## config.mk

```make
export PLATFORM = sky130hd
export DESIGN_NAME = ce_axis_tx_arb
export DESIGN_NICKNAME = d
export VERILOG_FILES = /design/src/rtl/ce_axis_tx_arb_pkg.sv /design/src/rtl/ce_axis_tx_arb_picker.sv /design/src/rtl/ce_axis_tx_arb.sv
export SDC_FILE = /design/constraint.sdc
export NUM_CORES = 1
export LEC_CHECK = 0
export ABC_AREA = 1
export ABC_CLOCK_PERIOD_IN_PS = 1200
export CELL_PAD_IN_SITES_DETAIL_PLACEMENT = 0
export CELL_PAD_IN_SITES_GLOBAL_PLACEMENT = 2
export CORE_AREA = 2 2 698 700
export CTS_BUF_LIST = sky130_fd_sc_hd__clkbuf_4 sky130_fd_sc_hd__clkbuf_8 sky130_fd_sc_hd__clkbuf_16
export CTS_CLUSTER_DIAMETER = 40
export DETAILED_ROUTE_END_ITERATION = 8
export DIE_AREA = 0 0 700 702
export PLACE_DENSITY_LB_ADDON = 0.1
export RECOVER_POWER = 50
export SLEW_MARGIN = 20
export SYNTH_ARGS = -nofsm -noshare
export SYNTH_HDL_FRONTEND = slang
export SYNTH_HIERARCHICAL = 1
export SYNTH_SLANG_ARGS = --single-unit
export TNS_END_PERCENT = 5
```

## constraint.sdc

```tcl
create_clock -name clk -period 1.2 [get_ports clk]
set_input_delay 0.24 -clock clk [delete_from_list [all_inputs] [get_ports clk]]
set_output_delay 0.24 -clock clk [all_outputs]
set_load 0.01 [all_outputs]
```

## src/rtl/ce_axis_tx_arb_pkg.sv

```systemverilog
// Shared types and helpers for the copy-engine stream arbiters: state encoding
// and the wrap-around round-robin index search.
package ce_arb_pkg;

    localparam int CE_ARB_MAX_REQ = 8;

    typedef enum logic {
        IDLE = 1'b0,
        BUSY = 1'b1
    } arb_state_t;

    // Unused upper request bits must be zero, so an 8-way wrap equals a NUM_REQ-way wrap.
    function automatic logic [2:0] rr_pick(input logic [CE_ARB_MAX_REQ-1:0] valid,
                                           input logic [2:0]                ptr);
        logic [2:0] idx;
        logic [2:0] cand;
        logic       found;
        idx   = 3'd0;
        found = 1'b0;
        for (int k = 0; k < CE_ARB_MAX_REQ; k++) begin
            cand = ptr + 3'(k);
            if (!found && valid[cand]) begin
                found = 1'b1;
                idx   = cand;
            end
        end
        return idx;
    endfunction

endpackage

```

## src/rtl/ce_axis_tx_arb_picker.sv

```systemverilog
// Combinational round-robin index select, reusable by other copy-engine arbiters.
module ce_rr_picker
    import ce_arb_pkg::*;
#(
    parameter int NUM_REQ = 2,
    parameter int IDX_W   = 1
) (
    input  logic [NUM_REQ-1:0] valid,
    input  logic [IDX_W-1:0]   ptr,
    output logic [IDX_W-1:0]   idx,
    output logic               any
);

    logic [CE_ARB_MAX_REQ-1:0] valid_ext_s;
    logic [2:0]                ptr_ext_s;
    logic [2:0]                pick_s;

    // Widen request vector and pointer to the helper's fixed width.
    always_comb begin
        valid_ext_s              = '0;
        valid_ext_s[NUM_REQ-1:0] = valid;
        ptr_ext_s                = 3'(ptr);
        pick_s                   = rr_pick(valid_ext_s, ptr_ext_s);
    end

    assign idx = IDX_W'(pick_s);
    assign any = |valid;

endmodule

```

## src/rtl/ce_axis_tx_arb.sv

```systemverilog
// Packet-level round-robin arbiter onto the PCIe SS TX AXI-Stream.
// Optional per-requester packet counters: define CE_TX_ARB_PKT_CNT_EN.
module ce_axis_tx_arb
    import ce_arb_pkg::*;
#(
    parameter int NUM_REQ    = 2,
    parameter int DATA_WIDTH = 512,
    parameter int USER_WIDTH = 10,
    parameter int KEEP_WIDTH = DATA_WIDTH / 8,
    parameter int REQ_IDX_W  = (NUM_REQ > 1) ? $clog2(NUM_REQ) : 1
) (
    input  logic                             clk,
    input  logic                             rst,
    input  logic [NUM_REQ-1:0]               s_tvalid,
    output logic [NUM_REQ-1:0]               s_tready,
    input  logic [NUM_REQ*DATA_WIDTH-1:0]    s_tdata,
    input  logic [NUM_REQ*KEEP_WIDTH-1:0]    s_tkeep,
    input  logic [NUM_REQ*USER_WIDTH-1:0]    s_tuser,
    input  logic [NUM_REQ-1:0]               s_tlast,
    output logic                             m_tvalid,
    input  logic                             m_tready,
    output logic [DATA_WIDTH-1:0]            m_tdata,
    output logic [KEEP_WIDTH-1:0]            m_tkeep,
    output logic [USER_WIDTH-1:0]            m_tuser,
    output logic                             m_tlast,
`ifdef CE_TX_ARB_PKT_CNT_EN
    output logic [NUM_REQ*32-1:0]            pkt_cnt,
`endif
    output logic [REQ_IDX_W-1:0]             gnt_idx,
    output logic                             busy
);

    arb_state_t           state_r, state_nxt_s;
    logic [REQ_IDX_W-1:0] gnt_r, gnt_nxt_s;
    logic [REQ_IDX_W-1:0] rr_ptr_r, rr_ptr_nxt_s;
    logic [REQ_IDX_W-1:0] pick_s;
    logic                 pick_any_s;
    logic                 last_hs_s;

    ce_rr_picker #(
        .NUM_REQ (NUM_REQ),
        .IDX_W   (REQ_IDX_W)
    ) u_picker (
        .valid (s_tvalid),
        .ptr   (rr_ptr_r),
        .idx   (pick_s),
        .any   (pick_any_s)
    );

    // Arbiter state, held grant and round-robin pointer.
    always_ff @(posedge clk or posedge rst) begin
        if (rst) begin
            state_r  <= IDLE;
            gnt_r    <= '0;
            rr_ptr_r <= '0;
        end else begin
            state_r  <= state_nxt_s;
            gnt_r    <= gnt_nxt_s;
            rr_ptr_r <= rr_ptr_nxt_s;
        end
    end

    // Next-state logic and the zero-latency pass-through of the granted stream.
    always_comb begin
        state_nxt_s  = state_r;
        gnt_nxt_s    = gnt_r;
        rr_ptr_nxt_s = rr_ptr_r;
        last_hs_s    = 1'b0;
        s_tready     = '0;
        m_tvalid     = 1'b0;
        m_tdata      = '0;
        m_tkeep      = '0;
        m_tuser      = '0;
        m_tlast      = 1'b0;
        case (state_r)
            IDLE: begin
                if (pick_any_s) begin
                    gnt_nxt_s   = pick_s;
                    state_nxt_s = BUSY;
                end else begin
                    state_nxt_s = IDLE;
                end
            end
            BUSY: begin
                m_tvalid        = s_tvalid[gnt_r];
                m_tdata         = s_tdata[gnt_r*DATA_WIDTH +: DATA_WIDTH];
                m_tkeep         = s_tkeep[gnt_r*KEEP_WIDTH +: KEEP_WIDTH];
                m_tuser         = s_tuser[gnt_r*USER_WIDTH +: USER_WIDTH];
                m_tlast         = s_tlast[gnt_r];
                s_tready[gnt_r] = m_tready;
                last_hs_s       = m_tvalid & m_tready & m_tlast;
                // Grant is released only on the tlast handshake, so TLPs never interleave.
                if (last_hs_s) begin
                    state_nxt_s  = IDLE;
                    rr_ptr_nxt_s = (gnt_r == REQ_IDX_W'(NUM_REQ - 1)) ? '0
                                                                       : gnt_r + REQ_IDX_W'(1);
                end else begin
                    state_nxt_s = BUSY;
                end
            end
            default: begin
                state_nxt_s = IDLE;
            end
        endcase
    end

    assign gnt_idx = gnt_r;
    assign busy    = (state_r == BUSY);

`ifdef CE_TX_ARB_PKT_CNT_EN
    logic [NUM_REQ*32-1:0] cnt_r;

    // Per-requester completed-packet counters for the debug CSRs; wrap naturally.
    always_ff @(posedge clk or posedge rst) begin
        if (rst) begin
            cnt_r <= '0;
        end else begin
            for (int i = 0; i < NUM_REQ; i++) begin
                if (last_hs_s && (gnt_r == REQ_IDX_W'(i))) begin
                    cnt_r[i*32 +: 32] <= cnt_r[i*32 +: 32] + 32'd1;
                end
            end
        end
    end

    assign pkt_cnt = cnt_r;
`endif

endmodule

```

==> results of run 1 <==
==> through the flow <==
step	instance area, um2	hold WS [ns]
2_1_floorplan	8780	-0.00636
3_3_place_gp	37900	0.499
3_5_place_dp	37900	0.485
4_1_cts	39300	0.363
5_1_grt	40300	0.483
6_report	40500	0.434
==> worst max-delay path: stages (launching register included) <==
cell and delay [ns]:
dfrtp_4 0.50, buf_12 0.20, buf_16 0.20, buf_16 0.19, buf_12 0.17, nand2_1 0.12
a21oi_1 0.16, dlygate4sd2_1 0.35
==> synth_stat cells (3+ instances only) <==
library cell,instances,area [um2]
nand2_1,1179,4430
nand3_1,3,15.0
buf_2,92,460
inv_1,4,15.0
clkbuf_1,42,158
a21oi_2,10,87.6
dfrtp_1,3,75.1
buf_1,13,48.8
buf_4,26,195
buf_6,21,236
a21oi_1,579,2900
==> kinds of logic (layout without fill, tap and decap cells) <==
| kind of cell | count (synthesis) | count (layout) | synth area share |
|---|---|---|---|
| AOI/OAI and AO/OA | 590 | 590 | 0.344 |
| buffers and inverters | 202 | 2229 | 0.133 |
| DFF | 3 | 3 | 0.00864 |
| other | 0 | 78 | 0 |
| and+or+nand+nor | 1188 | 1188 | 0.514 |
==> power by group through the flow <==
stage / Sequential (uW) / Clock (uW) / Combinational, uW
6_report: 245 / 574 / 79000
5_1_grt: 262 / 596 / 84700
4_1_cts: 259 / 585 / 79800
3_5_place_dp: 243 / 0 / 76600
3_3_place_gp: 243 / 0 / 77400
2_1_floorplan: 181 / 0 / 21900
==> cell type report <==
cell class / count / area (um2)
sequential: 3 / 78.8
timing repair inverter: 1 / 30.0
timing repair buffer: 2218 / 23300
antenna: 78 / 195
clock buffer: 4 / 82.6
tap: 6450 / 8070
fill: 57100 / 444000
multi-input combinational: 1778 / 8590
inverter: 6 / 56.3
==> registers in the layout, summed over array words and instances (netlist names) <==
signal / flops
gnt_idx: 1
busy: 1
rr_ptr_r: 1
==> metal layers <==
layer | wire [um] | vias up | global-route usage
met3 | 35300 | 550 | 0.0619
met5 | 1120 | - | 0
li1 | - | 10500 | -
met1 | 133000 | 10900 | 0.149
met2 | 167000 | 1475 | 0.236
met4 | 4330 | 178 | 0.00563
==> timing repair <==
item / CTS / global route
buffers inserted: 36 / 26
cloned: 20 / 7
gates resized for setup: 736 / 716
setup endpoints to repair: 595 / 595
pin swaps: 17 / 24
==> worst paths after layout <==
kind	cells after the start	startpoint	slack [ns]	end
max	7	gnt_idx	-1.21	m_tdata[222]
min	2	rst	0.43	gnt_idx
max reg2reg	12	gnt_idx	-0.78	rr_ptr_r
min reg2reg	2	rr_ptr_r	0.50	rr_ptr_r
max in group asynchronous	2	rst	0.51	gnt_idx
min in group clk	2	rr_ptr_r	0.50	rr_ptr_r
==> results.json, run 1 <==
{
  "final_common_cell": "clkdlybuf4s50_1",
  "async_reset_ff_frac": 1.00,
  "drtPass1Iterations": 4,
  "synth-edff-count": 0,
  "syn_nets": 3162,
  "antenna_found_initial": 392,
  "detailed_place_hpwl_um": 314000,
  "h-tree-depth": 1,
  "cap_viol_max_count": 0,
  "max_freq_mhz": 414,
  "maxSlewViolCount": 0,
  "violations": "setup timing",
  "via_per_inst": 2.25,
  "syn_area_um2": 8690,
  "cts_buffers": 3,
  "pin_count": 1771,
  "setup_tns_ns": -603.00,
  "grt_use_total": 0.132,
  "hold_buffers": 0,
  "antenna_left": 0,
  "initial_core_util": 0.0180,
  "insertion_delay_ns": 0.23,
  "grt-ovfl-total": 0,
  "hp-class": "in2async",
  "fin_skew_ns": 0.000772,
  "finalPower_uw": 79800,
  "syn_inst": 1983,
  "p_leak_uw": 0.0156,
  "cts_tree": "done",
  "p_int_uw": 35500,
  "syn_to_final_growth_pct": 365,
  "cp-start-kind": "flip-flop",
  "fin_cells": 10500,
  "avgSynthCellArea_um2": 4.38,
  "netSwitchingPower_uw": 44300,
  "clkPwrFrac": 0.007,
  "tightest_slew_ns": 0.450,
  "grt_max_degree": 43,
  "power_frac_seq": 0.003,
  "dp_cells": 10400,
  "setup_slack_ns": -1.21,
  "clockBufferDepth": 2,
  "status": "finished, violations left",
  "grt_setup_unrepaired": "yes",
  "cp.required_ns": 0.96,
  "path_class": "reg2out",
  "slew_headroom": 0.699,
  "yosysUniqueCellTypes": 19,
  "fp.dieArea_um2": 491000,
  "vias": 23700,
  "hold_viol_final": 0,
  "powerDensity_nw_per_um2": 1970,
  "comb_power_share": 0.990,
  "preCtsSetupSlack_ns": -1.76,
  "layout_min_cycle_time_ns": 2.41,
  "cp.arrival_ns": 2.17,
  "gp_congestion": 0.827,
  "layout_common_cells": "clkdlybuf4s50_1 (1179), nand2_1 (1099), a21oi_1 (412)",
  "clk_pin_slew_ns": 0.03,
  "layout-drive-gt1-share": 0.256,
  "chipHeight_um": 702,
  "postLayoutCoreUtil": 0.0835,
  "drt_wl_total_um": 341000,
  "die_w_um": 700,
  "grt_pass1_wl_um": 396000,
  "root_buffer": "clkbuf_16",
  "grt_pass1_vias": 24500,
  "drt_iter0_drc": 1152,
  "wl_per_cell_um": 32.3,
  "end_kind": "output port",
  "setup_viol": 595,
  "yosysWarnings": 6,
  "cp_max_fo": 15,
  "rows": 256,
  "remaining_drc_errors": 0,
  "yosys_most_used_dff": "dfrtp_1",
  "final_nets": 5190,
  "portBuffers": 1770,
  "synth-seq-cells": 3,
  "peakVddDrop_mv": 0.668,
  "core_area_um2": 484000,
  "clock-sinks": 3,
  "post-route-period-util": 2.01,
  "sw_frac_of_total": 0.555,
  "yosysSeqAreaShare": 0.00864
}
(Power assumes the default switching activity.)
==> run 2: changes to the inputs <==
Settings changed: TNS_END_PERCENT 5 to 10.
==> results.json, run 2 (same netlist as run 1, synthesis figures left out) <==
{
  "setup_tns_ns": -626.58,
  "maxSlewViolCount": 0,
  "drt_iter0_drc": 1100,
  "wl_per_cell_um": 33.0,
  "cp-start-kind": "flip-flop",
  "pin_count": 1771,
  "detailed_place_hpwl_um": 318000,
  "gp_congestion": 0.847,
  "tightest_slew_ns": 0.462,
  "status": "finished, violations left",
  "initial_core_util": 0.0180,
  "cts_buffers": 3,
  "regArea_um2": 78.8,
  "die_w_um": 700,
  "clk_pin_slew_ns": 0.03,
  "hp-class": "in2async",
  "rows": 256,
  "vias": 24100,
  "layout-drive-gt1-share": 0.273,
  "antenna_found_initial": 385,
  "clockBufferDepth": 2,
  "drt_wl_total_um": 352000,
  "r2r_setup_slack_ns": -0.69,
  "antenna_left": 0,
  "grt_max_degree": 46,
  "root_buffer": "clkbuf_16",
  "max_freq_mhz": 408,
  "via_per_inst": 2.26,
  "setup_slack_ns": -1.25,
  "core_area_um2": 484000,
  "post-route-period-util": 2.04,
  "multi_input_area_um2": 8890,
  "slew_headroom": 0.691,
  "final_common_cell": "clkdlybuf4s50_1",
  "peakVddDrop_mv": 0.919,
  "path_class": "reg2out",
  "insertion_delay_ns": 0.23,
  "preCtsSetupSlack_ns": -1.85,
  "cts_tree": "done",
  "fin_skew_ns": 0.000180,
  "layout_min_cycle_time_ns": 2.45,
  "p_leak_uw": 0.0162,
  "cp_max_fo": 9,
  "clock-sinks": 3,
  "drtPass1Iterations": 5,
  "syn_to_final_growth_pct": 386,
  "dp_cells": 10400,
  "violations": "setup timing",
  "layout_common_cells": "clkdlybuf4s50_1 (1200), nand2_1 (1079), a21oi_1 (419)",
  "cp.required_ns": 0.96,
  "grt_pass1_vias": 24800,
  "grt_use_total": 0.136,
  "cap_viol_max_count": 0,
  "fp.dieArea_um2": 491000,
  "powerDensity_nw_per_um2": 2050,
  "fin_cells": 10600,
  "hold_slack_ns": 0.410,
  "cp.arrival_ns": 2.21,
  "hold_viol_final": 0,
  "num-fill-cells": 57100,
  "chipHeight_um": 702,
  "h-tree-depth": 1,
  "grt-ovfl-total": 0,
  "grt_setup_unrepaired": "yes",
  "remaining_drc_errors": 0,
  "grt_pass1_wl_um": 406000,
  "final_nets": 5274,
  "portBuffers": 1770,
  "end_kind": "output port",
  "hold_buffers": 0,
  "setup_viol": 595
}
run 2: cell count changes in the layout (fill, tap and decap cells not counted), sizes merged:
cell	previous run	this run
buf	689	771
clkdlybuf4s15	20	28
clkdlybuf4s50	1179	1200
bufinv	0	1
dlygate4sd2	205	201
diode	78	101
clkbuf	51	54
dlymetal6s2s	68	40
clkinv	2	3
run 2: per-stage QoR:
step                      utilization  total power, uW  instance area, um2
after floorplan                     -            22200                8820
after global placement         0.0799            80500               38700
after detailed placement       0.0799            79700               38700
after CTS                      0.0854            88900               41400
final                          0.0872            86700               42300
after global routing           0.0868            93100               42000
run 2: critical path, cell delays in order, from the launching register on:
cell             delay (ns)
dfrtp_4                0.51
buf_6                  0.18
buf_16                 0.18
buf_8                  0.18
nand2_1                0.11
a21oi_1                0.16
clkdlybuf4s50_1        0.60
run 2: layout make-up:
| type | count | area share |
|---|---|---|
| sequential | 3 | 0.00187 |
| clock buffer | 4 | 0.00195 |
| antenna | 101 | 0.00598 |
| timing repair buffer | 2300 | 0.585 |
| inverter | 6 | 0.00178 |
| tap | 6450 | 0.191 |
| timing repair inverter | 3 | 0.00190 |
| multi-input combinational | 1778 | 0.210 |
run 2: power by group:
group | leakage, uW | switching, uW | internal (uW)
logic | 0.0161 | 47500 | 38400
clock network | 0.0000422 | 95.3 | 461
registers | 0.0000326 | 91.0 | 153
total | 0.0162 | 47700 | 39000
run 2: metal layers:
layer / routed length (um) / global-route usage / vias to the layer above
li1: - / - / 10800
met1: 136000 / 0.149 / 11300
met2: 178000 / 0.250 / 1334
met3: 32300 / 0.0611 / 564
met4: 4390 / 0.00761 / 148
met5: 995 / 0 / -
run 2: what timing repair did:
item                       4_1_cts  5_1_grt
buffers inserted                82       15
pin swaps                       38       12
cloned                          29        7
resized for setup             1013      496
setup endpoints to repair      595      595
run 2: final timing paths:
path / from / to / cells after the start
worst min register to register: rr_ptr_r / rr_ptr_r / 2
max in group asynchronous: rst / gnt_idx / 2
worst max register to register: gnt_idx / rr_ptr_r / 10
worst max-delay path: gnt_idx / m_tdata[157] / 6
min in group clk: rr_ptr_r / rr_ptr_r / 2
worst min-delay path: rst / rr_ptr_r / 2
==> run 3: changes to the inputs <==
Settings changed: SLEW_MARGIN 20 to 15.
==> results of run 3 <==
Final layout, timing and power as in run 2 (identical DEF).
